<file path="src/rtl/usb_tx_pkg.sv">
// usb_tx_pkg: shared state encoding, FX2 endpoint addresses and default sizes for the slave-FIFO writer
package usb_tx_pkg;
  localparam logic [2:0] S_IDLE   = 3'd0;
  localparam logic [2:0] S_RD     = 3'd1;
  localparam logic [2:0] S_LAT    = 3'd2;
  localparam logic [2:0] S_WR     = 3'd3;
  localparam logic [2:0] S_GAP    = 3'd4;
  localparam logic [2:0] S_PKTEND = 3'd5;
  localparam logic [1:0] EP2_ADDR = 2'b00;
  localparam logic [1:0] EP4_ADDR = 2'b01;
  localparam logic [1:0] EP6_ADDR = 2'b10;
  localparam logic [1:0] EP8_ADDR = 2'b11;
  localparam int PKT_WORDS_DEF = 256;
  localparam int TIMEOUT_DEF = 4096;
endpackage

</file>
<file path="src/rtl/usb_idle_timer.sv">
// usb_idle_timer: saturating cycle counter with synchronous clear and count enable
module usb_idle_timer #(
  parameter int MAX = 4096
) (
  input  logic clk,
  input  logic rst,
  input  logic clr,
  input  logic en,
  output logic done
);
  localparam int W = $clog2(MAX + 1);
  logic [W-1:0] cnt;
  assign done = cnt == W'(MAX);
  always_ff @(posedge clk or posedge rst)
    if (rst) cnt <= '0;
    else cnt <= clr ? '0 : (en && !done) ? cnt + 1'b1 : cnt;
endmodule

</file>
<file path="src/rtl/usb_slave_fifo_tx.sv">
// usb_slave_fifo_tx: drains the USB data FIFO into the FX2 slave-FIFO IN endpoint, committing short packets
module usb_slave_fifo_tx
  import usb_tx_pkg::*;
#(
  parameter int PKT_WORDS = PKT_WORDS_DEF,
  parameter int TIMEOUT_CYC = TIMEOUT_DEF,
  parameter logic [1:0] EP_ADDR = EP6_ADDR
) (
  input  logic        Clk,
  input  logic        rst,
  input  logic        tx_enable,
  input  logic        flush_req,
  input  logic        fifo_empty,
  input  logic [15:0] fifo_dout,
  output logic        fifo_rd_en,
  input  logic        usb_full_n,
  output logic [1:0]  usb_fifoadr,
  output logic        usb_slwr_n,
  output logic        usb_pktend_n,
  output logic [15:0] usb_fd,
  output logic        tx_busy,
  output logic [8:0]  pkt_word_cnt
);
  logic [2:0] state, state_nxt;
  logic flush_pend, timed_out, cnt_nz, go_rd, go_pkt, drop_flush, wr_fire;
  logic [8:0] cnt_inc;
  assign cnt_nz = pkt_word_cnt != '0;
  assign go_rd = state == S_IDLE && tx_enable && !fifo_empty;
  // commits only once the FIFO is empty so queued data always lands in the packet first
  assign go_pkt = state == S_IDLE && !go_rd && fifo_empty && (flush_pend || timed_out) && cnt_nz && usb_full_n;
  assign drop_flush = state == S_IDLE && !go_rd && fifo_empty && !cnt_nz;
  assign wr_fire = state == S_WR && usb_full_n;
  assign cnt_inc = pkt_word_cnt == 9'(PKT_WORDS - 1) ? '0 : pkt_word_cnt + 9'd1;
  usb_idle_timer #(.MAX(TIMEOUT_CYC)) u_timer (
    .clk (Clk),
    .rst (rst),
    .clr (wr_fire || state == S_PKTEND),
    .en  (state == S_IDLE && fifo_empty && cnt_nz),
    .done(timed_out)
  );
  always_comb begin
    state_nxt = S_IDLE;
    case (state)
      S_IDLE:   state_nxt = go_rd ? S_RD : go_pkt ? S_PKTEND : S_IDLE;
      S_RD:     state_nxt = S_LAT;
      S_LAT:    state_nxt = S_WR;
      S_WR:     state_nxt = usb_full_n ? S_GAP : S_WR;
      S_GAP:    state_nxt = S_IDLE;
      S_PKTEND: state_nxt = S_GAP;
      default:  state_nxt = S_IDLE;
    endcase
  end
  always_ff @(posedge Clk or posedge rst)
    if (rst) begin
      state        <= S_IDLE;
      tx_busy      <= 1'b0;
      fifo_rd_en   <= 1'b0;
      usb_slwr_n   <= 1'b1;
      usb_pktend_n <= 1'b1;
      usb_fd       <= '0;
      usb_fifoadr  <= EP_ADDR;
      pkt_word_cnt <= '0;
      flush_pend   <= 1'b0;
    end else begin
      state        <= state_nxt;
      tx_busy      <= state_nxt != S_IDLE;
      fifo_rd_en   <= go_rd;
      usb_slwr_n   <= !wr_fire;
      usb_pktend_n <= !go_pkt;
      usb_fd       <= state == S_LAT ? fifo_dout : usb_fd;
      usb_fifoadr  <= EP_ADDR;
      pkt_word_cnt <= state == S_PKTEND ? '0 : wr_fire ? cnt_inc : pkt_word_cnt;
      flush_pend   <= flush_req || (flush_pend && state != S_PKTEND && !drop_flush);
    end
endmodule
</file>
<file path="config.mk">
export PLATFORM = sky130hd
export DESIGN_NAME = usb_slave_fifo_tx
export DESIGN_NICKNAME = d
export VERILOG_FILES = /design/src/rtl/usb_tx_pkg.sv /design/src/rtl/usb_idle_timer.sv /design/src/rtl/usb_slave_fifo_tx.sv
export SDC_FILE = /design/constraint.sdc
export NUM_CORES = 1
export LEC_CHECK = 0
export ABC_AREA = 1
export BUFFER_PORTS_ARGS = -buffer_cell sky130_fd_sc_hd__buf_2
export CORE_MARGIN = 1
export CORE_UTILIZATION = 47
export DETAILED_ROUTE_END_ITERATION = 16
export GPL_TIMING_DRIVEN = 0
export PLACE_DENSITY = 0.7
export SYNTH_ARGS = -nofsm -noshare
export SYNTH_HDL_FRONTEND = slang
export SYNTH_HIERARCHICAL = 1
export SYNTH_SLANG_ARGS = --single-unit
</file>
<file path="constraint.sdc">
create_clock -name Clk -period 5.4 [get_ports Clk]
set_clock_uncertainty 0.05 [all_clocks]
set_input_delay 0 -clock Clk [delete_from_list [all_inputs] [get_ports Clk]]
set_output_delay 0 -clock Clk [all_outputs]
set_load 0.05 [all_outputs]
</file>
* After elaboration in Yosys (flattened, before gate mapping)
Cells that the tools add are included.
** Word-level totals
- Bits in registers :: 46
- Output and inout bits :: 31
** Operators by class
- $add $sub $neg :: 2
- Muxes and demuxes :: 9
- Reductions and logical operators :: 29
- Eq/ne operators :: 7
** Operators by type and width (count)
- 2-to-1 mux 9 bit :: 3
- 2-to-1 mux 13 bit :: 2
- case mux 3 bit (5 select lines) :: 1
- logical AND 1 bit :: 14
- adder 13 x 1 -> 13 bit, second input constant :: 1
- == test 13 bit, second input constant :: 1
- adder 9 x 1 -> 9 bit, second input constant :: 1
- == test 9 x 8 -> 1 bit, second input constant :: 1
- 2-to-1 mux 3 bit :: 3
- nonzero test 9 bit :: 1
- logical NOT 1 bit :: 7
- == test 3 x 2 -> 1 bit, second input constant :: 2
- nonzero test 2 bit :: 2
- == test 3 x 1 -> 1 bit, second input constant :: 1
- == test 3 bit, second input constant :: 1
- logical NOT 3 bit :: 1
- logical OR 1 bit :: 3
- inequality test 3 bit, second input constant :: 1
- nonzero test 3 bit :: 1

* Logic depth before layout (Yosys ltp)
Gate-level depths: netlist of the first run.
- Word-level depth :: 13
- Gate-level depth with buffers :: 11

* Cells and area by module
The synthesis of the first run kept the hierarchy.
** Modules (own cells, without submodules)
- usb_slave_fifo_tx :: times used 1, area each 1587.8 µm², seq. area each 828.3 µm², cells each 151
- usb_idle_timer :: times used 1, area each 977.2 µm², seq. area each 325.3 µm², cells each 151

* Least setup slack after synthesis of the first run
Ideal clock, no wire load.
- Path type :: flip-flop to flip-flop
- Start :: register pkt_word_cnt[0]
- End :: register u_timer.cnt[10]
- Arrival :: 1.853 ns
- Slack :: 3.380 ns
- Data required time :: 5.233 ns
- Cell stages (with the launch flop) :: 12
- Period minus slack after synthesis :: 2.020 ns
- Cell sequence :: dfrtp_1 -> inv_1 -> ha_1 -> inv_1 -> nor2_1 -> nand4_1 -> inv_1 -> nor2_1 -> nand2_4 -> buf_8 -> nand3_1 -> nand2_1
** Between the ends
- Longest elaborated chain between the ends :: 4
** Ends and longest elaborated chain
- from (decl) :: RTL line usb_slave_fifo_tx.sv:22 : output logic [8:0] pkt_word_cnt
- from (signal assigned) :: RTL line usb_slave_fifo_tx.sv:72 : pkt_word_cnt <= state == S_PKTEND ? '0 : wr_fire ? cnt_inc : pkt_word_cnt;
- nonzero test 9 bit :: RTL line usb_slave_fifo_tx.sv:27 : assign cnt_nz = pkt_word_cnt != '0;
- logical AND 1 bit :: RTL line usb_slave_fifo_tx.sv:38 : .en (state == S_IDLE && fifo_empty && cnt_nz),
- logical AND 1 bit :: RTL line usb_idle_timer.sv:16 : else cnt <= clr ? '0 : (en && !done) ? cnt + 1'b1 : cnt;
- nonzero test 2 bit (no line)
- to (signal assigned) :: RTL line usb_idle_timer.sv:16
- to (decl) :: RTL line usb_idle_timer.sv:12 : logic [W-1:0] cnt;
No other way between the ends.
A chain may end at the register's enable or synchronous reset.

* Worst setup path after layout of the first run
- Start :: register state[1]
- End :: register u_timer.cnt[6]
** Between the ends
- Longest elaborated chain between the ends :: 5
- Elaborated cells on any way between the ends :: 10
- Classes of those cells :: 2 x eq/ne; 1 x mux; 7 x reduce/logical
** Ends and longest elaborated chain
- from (decl) :: RTL line usb_slave_fifo_tx.sv:24 : logic [2:0] state, state_nxt;
- from (signal assigned) :: RTL line usb_slave_fifo_tx.sv:65 : state <= state_nxt;
- logical NOT 3 bit :: RTL line usb_slave_fifo_tx.sv:38
- logical AND 1 bit (2 in series) :: RTL line usb_slave_fifo_tx.sv:38
- logical AND 1 bit :: RTL line usb_idle_timer.sv:16
- nonzero test 2 bit (no line)
Parallel ways exist; a longest one is shown, timed or not.

==> results of run 1 <==
-- final cells by class --
class                           instances  share of cell area, %
Clock inverter                          1                  0.155
Multi-Input combinational cell        218                   37.7
Tap cell                               70                   2.71
Buffer                                  7                   2.32
Timing Repair Buffer                   72                   15.1
Inverter                               31                   3.60
Clock buffer                            7                   2.67
Sequential cell                        46                   35.7
-- metrics by stage --
stage | area (um^2) | utilization [%]
after floorplan | 2560 | -
after global placement | 2900 | 56.1
after detailed placement | 2900 | 56.1
after CTS | 3200 | 61.9
after global routing | 3230 | 62.5
final | 3230 | 62.5
-- synth_stat cells (3+ instances only) --
cell      n
a21oi_1   4
dfrtp_1  44
ha_1      4
inv_1    27
mux2_2    6
mux2_4   10
nand2_1  75
nand2_2   4
nand2_4   3
nand3_1  32
nand4_1  12
nor2_1   43
nor2_2    4
xor2_1    5
-- how the worst max path moves through the flow --
stage                          startpoint  slack (ns)         endpoint  depth (start not counted)
after global placement           state[1]        3.34   u_timer/cnt[6]                          9
after detailed placement         state[0]        3.33   u_timer/cnt[6]                         10
after global routing             state[1]        3.13   u_timer/cnt[6]                          9
final                            state[1]        3.32   u_timer/cnt[6]                          9
after CTS                        state[0]        3.32   u_timer/cnt[6]                         10
after floorplan           pkt_word_cnt[0]        3.38  u_timer/cnt[10]                         11
-- worst reg2reg max path: stages, from the launching register on --
cell	delay, ns
dfrtp_1	0.44
inv_2	0.14
nand3_4	0.14
nand2_4	0.14
buf_8	0.13
buf_2	0.24
clkinv_1	0.27
buf_2	0.27
nand4_1	0.11
nand2_1	0.05
-- state kept, by name, summed over array words and instances (netlist names) --
| name | cells |
|---|---|
| fifo_rd_en | 1 |
| usb_slwr_n | 1 |
| usb_pktend_n | 1 |
| tx_busy | 1 |
| u_timer/cnt | 13 |
| usb_fd | 16 |
| flush_pend | 1 |
| state | 3 |
| pkt_word_cnt | 9 |
-- timing repair --
item,CTS,global route
endpoints found under the setup margin,0,0
hold buffers,21,0
endpoints found under the hold margin,33,0
-- cells by family after synthesis --
| family | count (synthesis) |
|---|---|
| XOR/XNOR | 5 |
| multiplexers | 16 |
| buffers and inverters | 38 |
| AND/OR/NAND/NOR | 181 |
| flip-flops | 46 |
| adder cells (fa/ha/maj) | 4 |
| other | 2 |
| AO/OA/AOI/OAI | 10 |
-- power breakdown --
part	total [mW]	internal, mW	switching (mW)
Combinational	0.972	0.324	0.649
Clock	0.216	0.103	0.113
Sequential	0.585	0.468	0.117
Total	1.77	0.895	0.879
-- routing by layer --
metal / global-route usage, % / vias to the layer above / routed length, um
li1: - / 1119 / -
met1: 28.0 / 1020 / 2680
met2: 37.1 / 44 / 2850
met3: 4.10 / 8 / 144
met4: 7.41 / 0 / 86
met5: 0 / - / 0
==> metrics.yaml, run 1 <==
status: "complete, no violations"
whs_ns: 0.114
min_from: "tx_enable"
clockBufferDepth: 2
antenna_cells: 0
hold_viol: 0
grt_max_degree: 34
start_util_pct: 49.6
tightest_slew_ns: 0.533
maxSlewHeadroom_pct: 64.3
portBuffers: 50
fin_tns_setup_ns: 0
worstPathMaxFanout: 10
finalSetupViolCount: 0
synth-xor-area-share_pct: 1.71
crit_required_ns: 5.54
synth_nets: 328
drv_slew: 0
synth_area_um2: 2560
yosysWarnings: 6
synth.avg_cell_area_um2: 8.49
layout_commonest_cell: "nand2_1"
power_mw: 1.77
htree_num_levels: 2
layout_min_cycle_time_ns: 2.08
syn_inst: 302
synth-edff-count: 0
worstReg2RegStart: "state[1]"
nNetsFinal: 407
holdPathStages: 5
cpMostUsedCell: "buf_2"
rr_endpoint: "u_timer/cnt[6]"
die-width_um: 75.9
dr.pass1.iters: 4
dpl_worst_slack_ns: 3.33
wl_um: 5760
numCtsBuffers: 5
register_area_um2: 1150
max_stage_delay_ns: 0.44
drive_gt1_share_pct: 27.0
synth_fa_ha_area_share_pct: 1.95
synthMuxAreaShare_pct: 8.49
coreArea_um2: 5170
critPathBufInv: 5
num_vias: 2191
finalWeightedCongestion: 0.868
reg2reg_slack_ns: 3.32
power_leakage_nw: 1.67
min_to: "state[0]"
grt.total_usage_pct: 21.8
p_per_area_nw_per_um2: 549
ios: 53
arrival_ns: 2.22
dieArea_um2: 5760
vias_per_cell: 4.85
area_growth_pct: 26.0
cap_violations: 0
cts_tree: "done"
final_cell_mix: "nand2_1, buf_2, dfrtp_1, nor2_1, nand3_1"
fin_crit_sh_pct: 38.4
grt_pass1_vias: 2107
clk_pin_slew_ns: 0.08
fillers: 415
instances_no_fill: 452
place_inst: 422
holdCritPathClass: "primary input to flop"
dr.first_iter.drc_count: 59
setup_slack_ns: 3.32
crit_slowest_cell: "dfrtp_1"
drc: 0
numClockSinks: 46
multiInputGateArea_um2: 1220
synth_top_family_by_area: "simple AND/OR/NAND/NOR gates"
cts_resized: 0
cts_setup_buffers: 0
clock_latency_ns: 0.30
fmax_mhz: 482
path_delay_family: "buffers and inverters"
dominantRegCellSynth: "dfrtp_1"
synth_compound_area_share_pct: 2.39
wl_per_cell_um: 12.7
synth_top_cell_by_area: "dfrtp_1"
path_cells: "inv_2, nand3_4, nand2_4, buf_8, buf_2, clkinv_1, buf_2, nand4_1, nand2_1"
antenna_found_initial: 0
rows: 26
ys_ff_latch: 46
netlist.area_leader.share_pct: 42.9
die_h_um: 75.9
grt_setup_unrepaired: "no"
path_class: "flop to flop"
cts_root_buffer: "clkbuf_8"
async_reset_ff_share_pct: 100
end_kind: "flop"
peakVddDrop_v: 0.000393
dp_hpwl_um: 3890
yosys.area_share.simple_pct: 32.7
grt_pass1_wl_um: 9400
ys_types: 31
overflow: 0
rr_worst_depth: 9
start_kind: "flop"
ant_nets: 0
seq_area_frac_synth_pct: 45.0
synthTopCellsByArea: "dfrtp_1, nand2_1, nor2_1, nand3_1, mux2_4"
(Power assumes the default switching activity.)
==> inputs of run 2 (changes only) <==
--- a/config.mk
+++ b/config.mk
@@ -5,13 +5,13 @@
 export SDC_FILE = /design/constraint.sdc
 export NUM_CORES = 1
 export LEC_CHECK = 0
-export ABC_AREA = 1
+export ABC_AREA = 0
 export BUFFER_PORTS_ARGS = -buffer_cell sky130_fd_sc_hd__buf_2
 export CORE_MARGIN = 1
 export CORE_UTILIZATION = 47
 export DETAILED_ROUTE_END_ITERATION = 16
 export GPL_TIMING_DRIVEN = 0
-export PLACE_DENSITY = 0.7
+export PLACE_DENSITY = 0.74
 export SYNTH_ARGS = -nofsm -noshare
 export SYNTH_HDL_FRONTEND = slang
 export SYNTH_HIERARCHICAL = 1
==> constraint.sdc (replaced) <==
create_clock -name Clk -period 1.7 [get_ports Clk]
set_clock_uncertainty 0.05 [all_clocks]
set_input_delay 0 -clock Clk [delete_from_list [all_inputs] [get_ports Clk]]
set_output_delay 0 -clock Clk [all_outputs]
set_load 0.05 [all_outputs]
==> metrics.yaml, run 2 <==
antenna_found_initial: 0  # unchanged
register_area_um2: 1160  # was 1150 um^2
numCtsBuffers: 5  # unchanged
clk_pin_slew_ns: 0.09  # was 0.08 ns
violations: "negative setup slack"
clockBufferDepth: 2  # unchanged
finalWeightedCongestion: 0.828  # was 0.868
grt.total_usage_pct: 22.2  # was 21.8%
power_mw: 5.40  # was 1.77 mW
async_reset_ff_share_pct: 100  # unchanged
finalSetupViolCount: 17  # was 0
ant_nets: 0  # unchanged
start_kind: "flop"  # unchanged
synthTopCellsByArea: "dfrtp_1, mux2_2, a21oi_1, nand2_1, dfstp_2"  # was dfrtp_1, nand2_1, nor2_1, nand3_1, mux2_4
synth.avg_cell_area_um2: 11.0  # was 8.49 um^2
cap_violations: 0  # unchanged
start_util_pct: 50.3  # was 49.6%
overflow: 0  # unchanged
p_per_area_nw_per_um2: 1660  # was 549 nW/um^2
maxSlewHeadroom_pct: 47.2  # was 64.3%
tightest_slew_ns: 0.784  # was 0.533 ns
coreArea_um2: 4500  # was 5170 um^2
num_vias: 1993  # was 2191
dpl_worst_slack_ns: -0.581  # was 3.33 ns
multiInputGateArea_um2: 1140  # was 1220 um^2
crit_start: "state[0]"  # was state[1]
syn_inst: 207  # was 302
layout_commonest_cell: "buf_2"  # was nand2_1
fillers: 295  # was 415
grt_pass1_vias: 1912  # was 2107
cts_root_buffer: "clkbuf_8"  # unchanged
largest_register_ffs: 16  # unchanged
netlist.area_leader.share_pct: 48.6  # was 42.9%
status: "finished with violations"  # was complete, no violations
synth_top_cell_by_area: "dfrtp_1"  # unchanged
fin_crit_sh_pct: 131  # was 38.4%
ys_ff_latch: 46  # unchanged
ios: 53  # unchanged
power_leakage_nw: 1.52  # was 1.67 nW
synth_nets: 233  # was 328
path_class: "flop to flop"  # unchanged
rr_worst_depth: 8  # was 9
setup_slack_ns: -0.532  # was 3.32 ns
area_growth_pct: 43.5  # was 26.0%
reg2reg_slack_ns: -0.53  # was 3.32 ns
clock_latency_ns: 0.29  # was 0.30 ns
drv_slew: 0  # unchanged
wl_um: 5630  # was 5760 um
arrival_ns: 2.41  # was 2.22 ns
fin_util_pct: 72.3  # was 62.5%
regMostFlops: "usb_fd"  # unchanged
dieArea_um2: 5110  # was 5760 um^2
synth_area_um2: 2270  # was 2560 um^2
rr_endpoint: "u_timer/cnt[8]"  # was u_timer/cnt[6]
die-width_um: 71.5  # was 75.9 um
layout_min_cycle_time_ns: 2.23  # was 2.08 ns
die_h_um: 71.5  # was 75.9 um
htree_num_levels: 2  # unchanged
peakVddDrop_v: 0.00127  # was 0.000393 V
drc: 0  # unchanged
worstReg2RegStart: "state[0]"  # was state[1]
dr.first_iter.drc_count: 99  # was 59
yosysWarnings: 6  # unchanged
grt_pass1_wl_um: 8890  # was 9400 um
vias_per_cell: 5.49  # was 4.85
numClockSinks: 46  # unchanged
wl_per_cell_um: 15.5  # was 12.7 um
synth-edff-count: 0  # unchanged
drive_gt1_share_pct: 45.0  # was 27.0%
dominantRegCellSynth: "dfrtp_1"  # unchanged
worstPathMaxFanout: 5  # was 10
largestRegisters: "usb_fd: 16 flops, u_timer/cnt: 13 flops, pkt_word_cnt: 9 flops"  # unchanged
fmax_mhz: 448  # was 482 MHz
seq_area_frac_synth_pct: 50.9  # was 45.0%
ys_types: 48  # was 31
cts_tree: "done"  # unchanged
portBuffers: 50  # unchanged
crit_required_ns: 1.88  # was 5.54 ns
nNetsFinal: 336  # was 407
dr.pass1.iters: 4  # unchanged
final_cell_mix: "buf_2, dfrtp_1, buf_4, dlygate4sd3_1, mux2_2"  # was nand2_1, buf_2, dfrtp_1, nor2_1, nand3_1
yosysMostFrequentCell: "dfrtp_1"  # was nand2_1
grt_max_degree: 34  # unchanged
dp_hpwl_um: 3350  # was 3890 um
hold_viol: 0  # unchanged
rows: 24  # was 26
holdCritPathClass: "primary input to async pin"  # was primary input to flop
yosys-top-cells-count: "dfrtp_1, nand2_1, a21oi_1, mux2_2, o21ai_0"  # was nand2_1, dfrtp_1, nor2_1
antenna_cells: 0  # unchanged
end_kind: "flop"  # unchanged
grt_setup_unrepaired: "yes"  # was no
## run 2: cell types whose count changed after synthesis, moves of 6 or more
cell | before | now
a21oi_1 | 4 | 16
inv_1 | 27 | 8
mux2_2 | 6 | 16
mux2_4 | 10 | 0
nand2_1 | 75 | 17
nand3_1 | 32 | 8
nor2_1 | 43 | 5
o21ai_0 | 2 | 9
or3_1 | 0 | 6
## run 2: area by class of cell
| class | instances | area share [%] |
|---|---|---|
| Buffer | 9 | 2.81 |
| Clock buffer | 6 | 2.23 |
| Clock inverter | 2 | 0.423 |
| Inverter | 8 | 1.11 |
| Multi-Input combinational cell | 143 | 34.9 |
| Sequential cell | 46 | 35.6 |
| Tap cell | 52 | 2.00 |
| Timing Repair Buffer | 97 | 20.9 |
## run 2: per-layer routing
| metal | part of all wire, % | vias to the layer above | global-route usage [%] |
|---|---|---|---|
| li1 | - | 963 | - |
| met1 | 42 | 983 | 28.2 |
| met2 | 54 | 43 | 39.6 |
| met3 | 2.5 | 4 | 3.52 |
| met4 | 0.62 | 0 | 5.88 |
| met5 | 0 | - | 0 |
## run 2: worst max-delay path by stage
stage                                  to  cells after the start
after detailed placement  u_timer/cnt[10]                      7
after global placement    u_timer/cnt[11]                      7
after global routing       u_timer/cnt[8]                      8
final                      u_timer/cnt[8]                      8
after floorplan            u_timer/cnt[9]                      7
after CTS                 u_timer/cnt[10]                      7
## run 2: metrics by stage
step	cell area (um^2)	setup TNS (ns)	instances	hold slack [ns]
after floorplan	2320	-3.91	207	-0.173
after global placement	2640	-5.86	309	0.00910
after detailed placement	2640	-6.13	309	0.0279
after CTS	3080	-6.31	352	0.222
after global routing	3250	-7.45	363	0.131
final	3250	-5.86	363	0.110
## run 2: critical path, cell delays in order (launching register included)
cell and delay [ns]:
dfrtp_1 0.38, buf_6 0.12, or4b_4 0.53, a21oi_4 0.15, buf_8 0.12, nand4_1 0.16, buf_4 0.20, or3_4 0.32
a21oi_2 0.13
## run 2: logic make-up (layout without fill, tap and decap cells)
family	Yosys count	count (layout)	synth area share, %
simple gates	77	77	21.4
compound gates	39	39	10.5
xor+xnor	4	4	1.55
mux	17	17	8.39
flops	46	46	50.9
fa+ha+maj	4	4	2.21
buf+inv	18	122	4.75
other cells	2	2	0.331
## run 2: timing repair
action | 4_1_cts | 5_1_grt
gates resized for setup | 9 | 20
endpoints found under the hold margin | 34 | 0
setup endpoints to repair | 26 | 31
hold buffers | 21 | 0
buffers inserted | 14 | 10
pin swaps | 14 | 9
gates cloned | 0 | 1
## run 2: where the power goes
group	switching (mW)	leakage (nW)	internal [mW]	total, mW
Combinational	1.84	0.895	1.19	3.04
Clock	0.360	0.0452	0.291	0.650
Sequential	0.265	0.575	1.45	1.71
